File: config.mk
export PLATFORM = sky130hd
export DESIGN_NAME = rf_wb_arbiter
export DESIGN_NICKNAME = d
export VERILOG_FILES = /design/src/rtl/rf_wb_arbiter.sv
export SDC_FILE = /design/constraint.sdc
export NUM_CORES = 1
export LEC_CHECK = 0
export CORE_MARGIN = 4
export CORE_UTILIZATION = 35
export CTS_CLUSTER_SIZE = 24
export DETAILED_ROUTE_END_ITERATION = 10
export REMOVE_ABC_BUFFERS = 1
export SYNTH_ARGS = -nofsm -noshare
export SYNTH_HDL_FRONTEND = slang
export SYNTH_SLANG_ARGS = --single-unit
File: constraint.sdc
create_clock -name i_clk -period 8.1 [get_ports i_clk]
set_input_delay 2.43 -clock i_clk [delete_from_list [all_inputs] [get_ports i_clk]]
set_output_delay 2.43 -clock i_clk [all_outputs]
set_load 0.02 [all_outputs]
File: src/rtl/rf_wb_arbiter.sv
// Register-file write-port arbiter: pipeline WB (A, fixed priority) vs MDU (B),
// pending-write scoreboard and B-starvation stall. Optional bypass: RF_WB_BYPASS_EN.
module rf_wb_arbiter #(
  parameter int XLEN         = 32,
  parameter int STARVE_LIMIT = 4,
  parameter int MAX_OUT      = 2
) (
  input  logic            i_clk,
  input  logic            i_rst_n,
  input  logic            i_a_valid,
  input  logic [4:0]      i_a_addr,
  input  logic [XLEN-1:0] i_a_data,
  input  logic            i_b_valid,
  input  logic [4:0]      i_b_addr,
  input  logic [XLEN-1:0] i_b_data,
  output logic            o_b_ready,
  input  logic            i_issue_valid,
  input  logic [4:0]      i_issue_rd,
  output logic            o_issue_ready,
  input  logic [4:0]      i_addr1,
  input  logic [4:0]      i_addr2,
  output logic            o_haz1,
  output logic            o_haz2,
  output logic            o_stall_req,
  output logic [XLEN-1:0] o_rf_in,
  output logic [4:0]      o_rf_addrw,
  output logic            o_rf_write
`ifdef RF_WB_BYPASS_EN
  ,
  output logic            o_byp1_hit,
  output logic            o_byp2_hit,
  output logic [XLEN-1:0] o_byp1_data,
  output logic [XLEN-1:0] o_byp2_data
`endif
);

  localparam int CW = $clog2(MAX_OUT + 1);
  localparam logic [CW-1:0] MAX_CNT = CW'(MAX_OUT);
  localparam logic [3:0]    SLIM    = 4'(STARVE_LIMIT);

  typedef enum logic [1:0] {S_IDLE, S_WAIT, S_STALL} st_t;

  logic            w_a_real, w_b_acc, w_blocked, w_issue_fire;
  logic [31:0]     r_pend;
  logic [CW-1:0]   r_cnt;
  logic [XLEN-1:0] r_rf_in;
  logic [4:0]      r_rf_addrw;
  logic            r_rf_write;
  st_t             r_st, w_st_nxt;
  logic [3:0]      r_sc, w_sc_nxt;

  assign w_a_real      = i_a_valid && (i_a_addr != 5'd0);
  assign w_b_acc       = i_b_valid && !w_a_real;
  assign w_blocked     = i_b_valid && !w_b_acc;
  assign w_issue_fire  = i_issue_valid && o_issue_ready;

  assign o_b_ready     = w_b_acc;
  assign o_issue_ready = (r_cnt < MAX_CNT) && !r_pend[i_issue_rd];
  // bit 0 is never set, so x0 never reports a hazard
  assign o_haz1        = r_pend[i_addr1];
  assign o_haz2        = r_pend[i_addr2];
  assign o_stall_req   = (r_st == S_STALL);
  assign o_rf_in       = r_rf_in;
  assign o_rf_addrw    = r_rf_addrw;
  assign o_rf_write    = r_rf_write;

`ifdef RF_WB_BYPASS_EN
  assign o_byp1_hit  = r_rf_write && (r_rf_addrw == i_addr1) && (i_addr1 != 5'd0);
  assign o_byp2_hit  = r_rf_write && (r_rf_addrw == i_addr2) && (i_addr2 != 5'd0);
  assign o_byp1_data = r_rf_in;
  assign o_byp2_data = r_rf_in;
`endif

  // Write-port commit; x0 writes and idle cycles hold data/addr
  always_ff @(posedge i_clk or negedge i_rst_n) begin
    if (!i_rst_n) begin
      r_rf_in    <= '0;
      r_rf_addrw <= '0;
      r_rf_write <= 1'b0;
    end else if (w_a_real) begin
      r_rf_in    <= i_a_data;
      r_rf_addrw <= i_a_addr;
      r_rf_write <= 1'b1;
    end else if (w_b_acc && (i_b_addr != 5'd0)) begin
      r_rf_in    <= i_b_data;
      r_rf_addrw <= i_b_addr;
      r_rf_write <= 1'b1;
    end else begin
      r_rf_write <= 1'b0;
    end
  end

  // Scoreboard and outstanding count; set/clear of one rd can't coincide
  always_ff @(posedge i_clk or negedge i_rst_n) begin
    if (!i_rst_n) begin
      r_pend <= '0;
      r_cnt  <= '0;
    end else begin
      if (w_b_acc)
        r_pend[i_b_addr] <= 1'b0;
      if (w_issue_fire && (i_issue_rd != 5'd0))
        r_pend[i_issue_rd] <= 1'b1;
      if (w_issue_fire && !w_b_acc)
        r_cnt <= r_cnt + 1'b1;
      else if (!w_issue_fire && w_b_acc && (r_cnt != '0))
        r_cnt <= r_cnt - 1'b1;
    end
  end

  always_ff @(posedge i_clk or negedge i_rst_n) begin
    if (!i_rst_n) begin
      r_st <= S_IDLE;
      r_sc <= '0;
    end else begin
      r_st <= w_st_nxt;
      r_sc <= w_sc_nxt;
    end
  end

  always_comb begin
    w_st_nxt = r_st;
    w_sc_nxt = r_sc;
    case (r_st)
      S_IDLE: begin
        if (w_blocked) begin
          w_sc_nxt = 4'd1;
          w_st_nxt = (SLIM <= 4'd1) ? S_STALL : S_WAIT;
        end
      end
      S_WAIT: begin
        if (!w_blocked) begin
          w_sc_nxt = '0;
          w_st_nxt = S_IDLE;
        end else begin
          w_sc_nxt = r_sc + 4'd1;
          if ((r_sc + 4'd1) >= SLIM)
            w_st_nxt = S_STALL;
        end
      end
      S_STALL: begin
        // A may still win here; only a B accept releases the stall
        if (w_b_acc) begin
          w_sc_nxt = '0;
          w_st_nxt = S_IDLE;
        end
      end
      default: begin
        w_sc_nxt = '0;
        w_st_nxt = S_IDLE;
      end
    endcase
  end

endmodule

# After elaboration in Yosys (flattened, before gate mapping)
# Cells that the tools add are included.
# totals
ff_bits	78
output_inout_bits	43
word_cells	80
in_bits	94
# classes
n_bitwise	3
n_mux	29
n_lt_le_gt_ge	8
addsub	3
n_reduce_logical	25
eq_ne	5
# ops
cell	count
two-way mux 32 bit	4
AND 32 bit	1
inverter 32 bit	1
bitwise OR 32 bit	1
< comparator 5 x 6 -> 1 bit, second input constant	4
binary-select mux 1 bit (select 5 bit)	3
nonzero test 5 bit	3
logical AND 1 bit	12
two-way mux 2 bit	6
two-way mux 4 bit	3
case mux 4 bit (3 select lines)	1
demux 1 bit (select 5 bit)	2
greater-or-equal comparator 5 x 1 -> 1 bit, second input constant	2
two-way mux 5 bit	2
two-way mux 1 bit	7
case mux 2 bit (3 select lines)	1
nonzero test 2 bit	3
adder 4 x 1 -> 4 bit, second input constant	1
greater-or-equal comparator 4 x 3 -> 1 bit, second input constant	1
zero test 1 bit	4
!= test 3 bit, second input constant	1
AND reduction 3 bit	1
adder 2 x 1 -> 2 bit, second input constant	1
equality test 2 x 1 -> 1 bit, second input constant	1
other kinds (7)	7

# Longest topological paths before layout
# depth
word_depth	10
depth_mapped	7
depth_no_buf	5

# Worst setup path before layout
# Ideal clock, no wire load.
# synth_path
path_type	input port to output port
start	in i_addr1[0]
end	out o_haz1
path_slack_ns	1.513
path_buffers	1
arrival_time_ns	4.157
required_time_ns	5.670
stages	4
cell_sequence	clkbuf_1 mux4_2 mux4_2 mux2_2
# synth_via
elab_chain_len	2
# synth_rtl
element	line_no	source
from (decl)	20	input logic [4:0] i_addr1,
binary-select mux 1 bit (select 5 bit)	60	assign o_haz1 = r_pend[i_addr1];
two-way mux 1 bit (not written as such)	60	
to (decl)	22	output logic o_haz1,
# No other way between the ends. The select of a mux whose other input is x is not followed.

# Worst setup path after layout
# layout_path
start	in i_issue_rd[0]
end	out o_issue_ready
# layout_via
elab_chain_len	4
# layout_rtl
element	line_no	source
from (decl)	18	input logic [4:0] i_issue_rd,
binary-select mux 1 bit (select 5 bit)	58	assign o_issue_ready = (r_cnt < MAX_CNT) && !r_pend[i_issue_rd];
two-way mux 1 bit (not written as such)	58	
zero test 1 bit	58	
logical AND 1 bit	58	
to (decl)	19	output logic o_issue_ready,
# No other way between the ends. The select of a mux whose other input is x is not followed.

==> impl_metrics.prom <==
# TYPE chip_impl_metric gauge
chip_impl_metric{name="number_of_buffers_added_by_the_clock_tree_synthesis_step",unit=""} 9
chip_impl_metric{name="die_w",unit="microns"} 122
chip_impl_metric{name="antenna_found_initial",unit=""} 0
chip_impl_metric{name="antenna_violating_nets_post_route",unit=""} 0
chip_impl_metric{name="syn-cell-area",unit="sq um"} 4550
chip_impl_metric{name="asyncSetResetFlopFracSynth",unit="%"} 100
chip_impl_metric{name="yosys.cell_types.count",unit=""} 56
chip_impl_metric{name="grt-ovfl-total",unit=""} 0
chip_impl_metric{name="share_of_the_clock_period_used_by_the_worst_path",unit="%"} 93.7
chip_impl_metric{name="hold_viol_final",unit=""} 0
chip_impl_info{name="critPathKind",value="in2out"} 1
chip_impl_metric{name="die_area",unit="sq um"} 14900
chip_impl_metric{name="track_usage",unit="%"} 19.2
chip_impl_metric{name="finalSetupViolations",unit=""} 0
chip_impl_metric{name="worst_ir_drop_vdd",unit="uV"} 92.1
chip_impl_metric{name="largest_net_degree_at_the_start_of_global_routing",unit=""} 79
chip_impl_metric{name="drc_marker_count_from_the_first_detailed_route_iteration",unit=""} 282
chip_impl_info{name="rsz0062_at_grt",value="false"} 1
chip_impl_metric{name="final_max_slew_viol_count",unit=""} 0
chip_impl_metric{name="fin_worst_skew",unit="ns"} 0.00572
chip_impl_metric{name="routed_wire_length_per_instance",unit="microns"} 18.6
chip_impl_metric{name="route.detailed.drc",unit=""} 0
chip_impl_info{name="worstHoldPathType",value="reg2reg"} 1
chip_impl_metric{name="worst-path-max-fanout",unit=""} 12
chip_impl_metric{name="place.gp.congestion",unit=""} 0.913
chip_impl_metric{name="routed-via-count",unit=""} 3975
chip_impl_metric{name="cts.sink_count",unit=""} 78
chip_impl_info{name="worst_setup_path_start_kind",value="primary input"} 1
chip_impl_info{name="final_common_cell",value="sky130_fd_sc_hd__clkdlybuf4s50_1"} 1
chip_impl_metric{name="io_pins",unit=""} 137
chip_impl_metric{name="worst_setup_hold_path_clk_slew",unit="ns"} 0.05
chip_impl_metric{name="required",unit="ns"} 5.67
chip_impl_metric{name="leakage_component_of_the_power",unit="nW"} 2.47
chip_impl_info{name="cts_tree",value="yes"} 1
chip_impl_metric{name="finalInstanceArea",unit="sq um"} 6250
chip_impl_metric{name="cp_data_arrival_time",unit="ns"} 5.16
chip_impl_metric{name="finalNonFillerCells",unit=""} 732
chip_impl_metric{name="final_util",unit="%"} 49.3
chip_impl_metric{name="holdBufCountCts",unit=""} 0
chip_impl_info{name="timing.critical_path.slowest_stage_cell",value="sky130_fd_sc_hd__clkdlybuf4s50_1"} 1
chip_impl_metric{name="clkLatencyLatePin",unit="ns"} 0.33
chip_impl_metric{name="placedCellCount",unit=""} 716
chip_impl_metric{name="via_per_inst",unit=""} 5.43
chip_impl_info{name="layout.cells.most_common_list",value="135 x sky130_fd_sc_hd__clkdlybuf4s50_1, 84 x sky130_fd_sc_hd__nand2_1, 78 x sky130_fd_sc_hd__dfrtp_1"} 1
chip_impl_metric{name="initial_utilization",unit="%"} 35.9
chip_impl_info{name="critical-path-top-cell-by-count",value="sky130_fd_sc_hd__clkdlybuf4s50_1"} 1
chip_impl_metric{name="number_of_nets_in_the_final_layout",unit=""} 650
chip_impl_metric{name="syn-mean-instance-area",unit="sq um"} 10.3
chip_impl_metric{name="synth-edff-count",unit=""} 0
chip_impl_metric{name="worst_slew_pin_slew",unit="ns"} 1.26
chip_impl_metric{name="ys_warn_count",unit=""} 0
chip_impl_metric{name="fillers",unit=""} 1203
chip_impl_metric{name="drt_first_pass_iters",unit=""} 5
chip_impl_metric{name="hpwl",unit="microns"} 10100
chip_impl_info{name="critPathCaptureType",value="primary output"} 1
chip_impl_info{name="timing.critical_path.cells",value="clkdlybuf4s50_1 -> mux4_2 -> a22o_1 -> a311oi_4 -> and2_2 -> clkdlybuf4s50_1"} 1
chip_impl_metric{name="post_cts.resized_instances",unit=""} 0
chip_impl_info{name="worst_path_dominant_cell_family",value="buffers and inverters"} 1
chip_impl_metric{name="critPathBufInv",unit=""} 2
chip_impl_metric{name="fp.dieH",unit="microns"} 122
chip_impl_metric{name="yosys_register_bits",unit=""} 78
chip_impl_metric{name="final.setup.tns",unit="ns"} 0
chip_impl_metric{name="min_period",unit="ns"} 7.59
chip_impl_info{name="outcome",value="complete, no violations"} 1
chip_impl_metric{name="numPortBuffers",unit=""} 136
chip_impl_metric{name="powerDensity",unit="nW/um^2"} 234
chip_impl_metric{name="wl",unit="microns"} 13600
chip_impl_info{name="postSynth.topFlopCell",value="sky130_fd_sc_hd__dfrtp_1"} 1
chip_impl_metric{name="first_global_vias",unit=""} 4151
chip_impl_metric{name="design_power_total",unit="W"} 0.00146
chip_impl_metric{name="layout-drive-gt1-share",unit="%"} 11.8
chip_impl_metric{name="cp_max_stage_delay",unit="ns"} 0.84
chip_impl_metric{name="clock_path_buffers",unit=""} 2
chip_impl_metric{name="post_synthesis_instance_total",unit=""} 441
chip_impl_info{name="ctsRootBufferMaster",value="sky130_fd_sc_hd__clkbuf_16"} 1
chip_impl_metric{name="post-cts-setup-buffers",unit=""} 0
chip_impl_metric{name="maxCapViolations",unit=""} 0
chip_impl_metric{name="placementRows",unit=""} 41
chip_impl_metric{name="clock_tree.htree_level_count",unit=""} 3
chip_impl_metric{name="global_route_wire_length_before_repair",unit="microns"} 22300
chip_impl_metric{name="n_antenna_cell",unit=""} 0
chip_impl_metric{name="flow.area_growth_from_synthesis",unit="%"} 37.2
chip_impl_metric{name="dpl-instance-area",unit="sq um"} 5930
chip_impl_metric{name="max_slew_margin",unit="%"} 15.8
chip_impl_metric{name="ys_seq_area_share",unit="%"} 42.9
chip_impl_metric{name="clock.fmax",unit="MHz"} 132
chip_impl_metric{name="core_region_area",unit="sq um"} 12700
cell families (layout without fill, tap and decap cells):
family / after synthesis / in the layout / share of synthesized area (%)
xor gates and xnor gates: 4 / 4 / 0.770
muxes: 31 / 31 / 14.7
buffers and inverters: 40 / 159 / 5.41
DFF: 78 / 78 / 42.9
and+or+nand+nor: 167 / 167 / 16.9
AOI/OAI and AO/OA: 120 / 120 / 19.0
adders and majority gates: 1 / 1 / 0.275
worst reg2reg max path, stage by stage (launching register included):
cell and delay [ns]:
sky130_fd_sc_hd__dfrtp_1 0.42, sky130_fd_sc_hd__mux4_1 0.50, sky130_fd_sc_hd__and2b_2 0.22, sky130_fd_sc_hd__a311oi_4 0.31
sky130_fd_sc_hd__nand3_4 0.40, sky130_fd_sc_hd__o32ai_1 0.44
path summary, 6_finish.rpt:
check                           slack (ns)                      to  depth (start not counted)                   start
max in group asynchronous             5.18     r_pend[3]$_DFF_PN0_                          1                 i_rst_n
worst max register to register        5.71     r_pend[1]$_DFF_PN0_                          5    r_pend[26]$_DFF_PN0_
worst max-delay path                  0.51           o_issue_ready                          6           i_issue_rd[0]
min in group asynchronous             2.25    r_pend[24]$_DFF_PN0_                          1                 i_rst_n
worst min register to register        0.55  o_rf_in[2]$_DFFE_PN0P_                          2  o_rf_in[2]$_DFFE_PN0P_
worst min-delay path                  0.55  o_rf_in[2]$_DFFE_PN0P_                          2  o_rf_in[2]$_DFFE_PN0P_
final cells by class:
type | instances | area (sq um) | area share, %
well taps | 172 | 215 | 3.44
clock inverters | 4 | 70.1 | 1.12
repair buffers | 140 | 1390 | 22.2
inverters | 3 | 11.3 | 0.180
multi-input cells | 323 | 2360 | 37.8
clock buffers | 12 | 246 | 3.95
flip-flops and latches | 78 | 1950 | 31.2
through the flow:
step,hold slack (ns),setup slack (ns)
2_1_floorplan,0.489,1.24
6_report,0.547,0.508
4_1_cts,0.552,0.503
5_1_grt,0.569,0.395
3_3_place_gp,0.533,0.507
3_5_place_dp,0.544,0.511
layer usage:
metal  up-vias  GRT usage, %  share of wire, %
li1       1868             -                 -
met1      1908          25.6                43
met2       177          28.7                44
met3        22          8.08                11
met4         0          5.60               1.6
met5         -             0                 0
registers in the layout, indices dropped and copies added, names as in the netlist:
signal      count
o_rf_write      1
o_rf_in        32
r_cnt           2
o_rf_addrw      5
r_sc            4
r_st            2
r_pend         32
cell usage after synthesis (3+ instances only):
| cell type | instances | area [sq um] |
|---|---|---|
| sky130_fd_sc_hd__o21ai_0 | 31 | 155 |
| sky130_fd_sc_hd__nand2_1 | 85 | 319 |
| sky130_fd_sc_hd__inv_1 | 3 | 11.3 |
| sky130_fd_sc_hd__dfrtp_1 | 78 | 1950 |
| sky130_fd_sc_hd__nand3_1 | 5 | 25.0 |
| sky130_fd_sc_hd__o31ai_1 | 24 | 180 |
| sky130_fd_sc_hd__nor2_1 | 43 | 161 |
| sky130_fd_sc_hd__mux2_2 | 3 | 33.8 |
| sky130_fd_sc_hd__mux4_2 | 22 | 495 |
| sky130_fd_sc_hd__mux4_1 | 5 | 131 |
| sky130_fd_sc_hd__buf_6 | 5 | 56.3 |
| sky130_fd_sc_hd__o21a_1 | 3 | 22.5 |
| sky130_fd_sc_hd__or3b_2 | 3 | 26.3 |
| sky130_fd_sc_hd__o2bb2ai_1 | 3 | 26.3 |
| sky130_fd_sc_hd__nand3b_1 | 5 | 37.5 |
| sky130_fd_sc_hd__nor3b_1 | 3 | 22.5 |
| sky130_fd_sc_hd__a31oi_1 | 36 | 225 |
| sky130_fd_sc_hd__clkbuf_1 | 22 | 82.6 |
| sky130_fd_sc_hd__clkbuf_8 | 5 | 68.8 |
| sky130_fd_sc_hd__o41ai_2 | 6 | 97.6 |
| sky130_fd_sc_hd__and2b_2 | 3 | 26.3 |
power by group:
part           switching [W]  internal, W  total, W
Combinational       0.000197     0.000253  0.000450
Sequential          0.000109     0.000479  0.000588
Clock               0.000149     0.000277  0.000426
(Power assumes the default switching activity.)
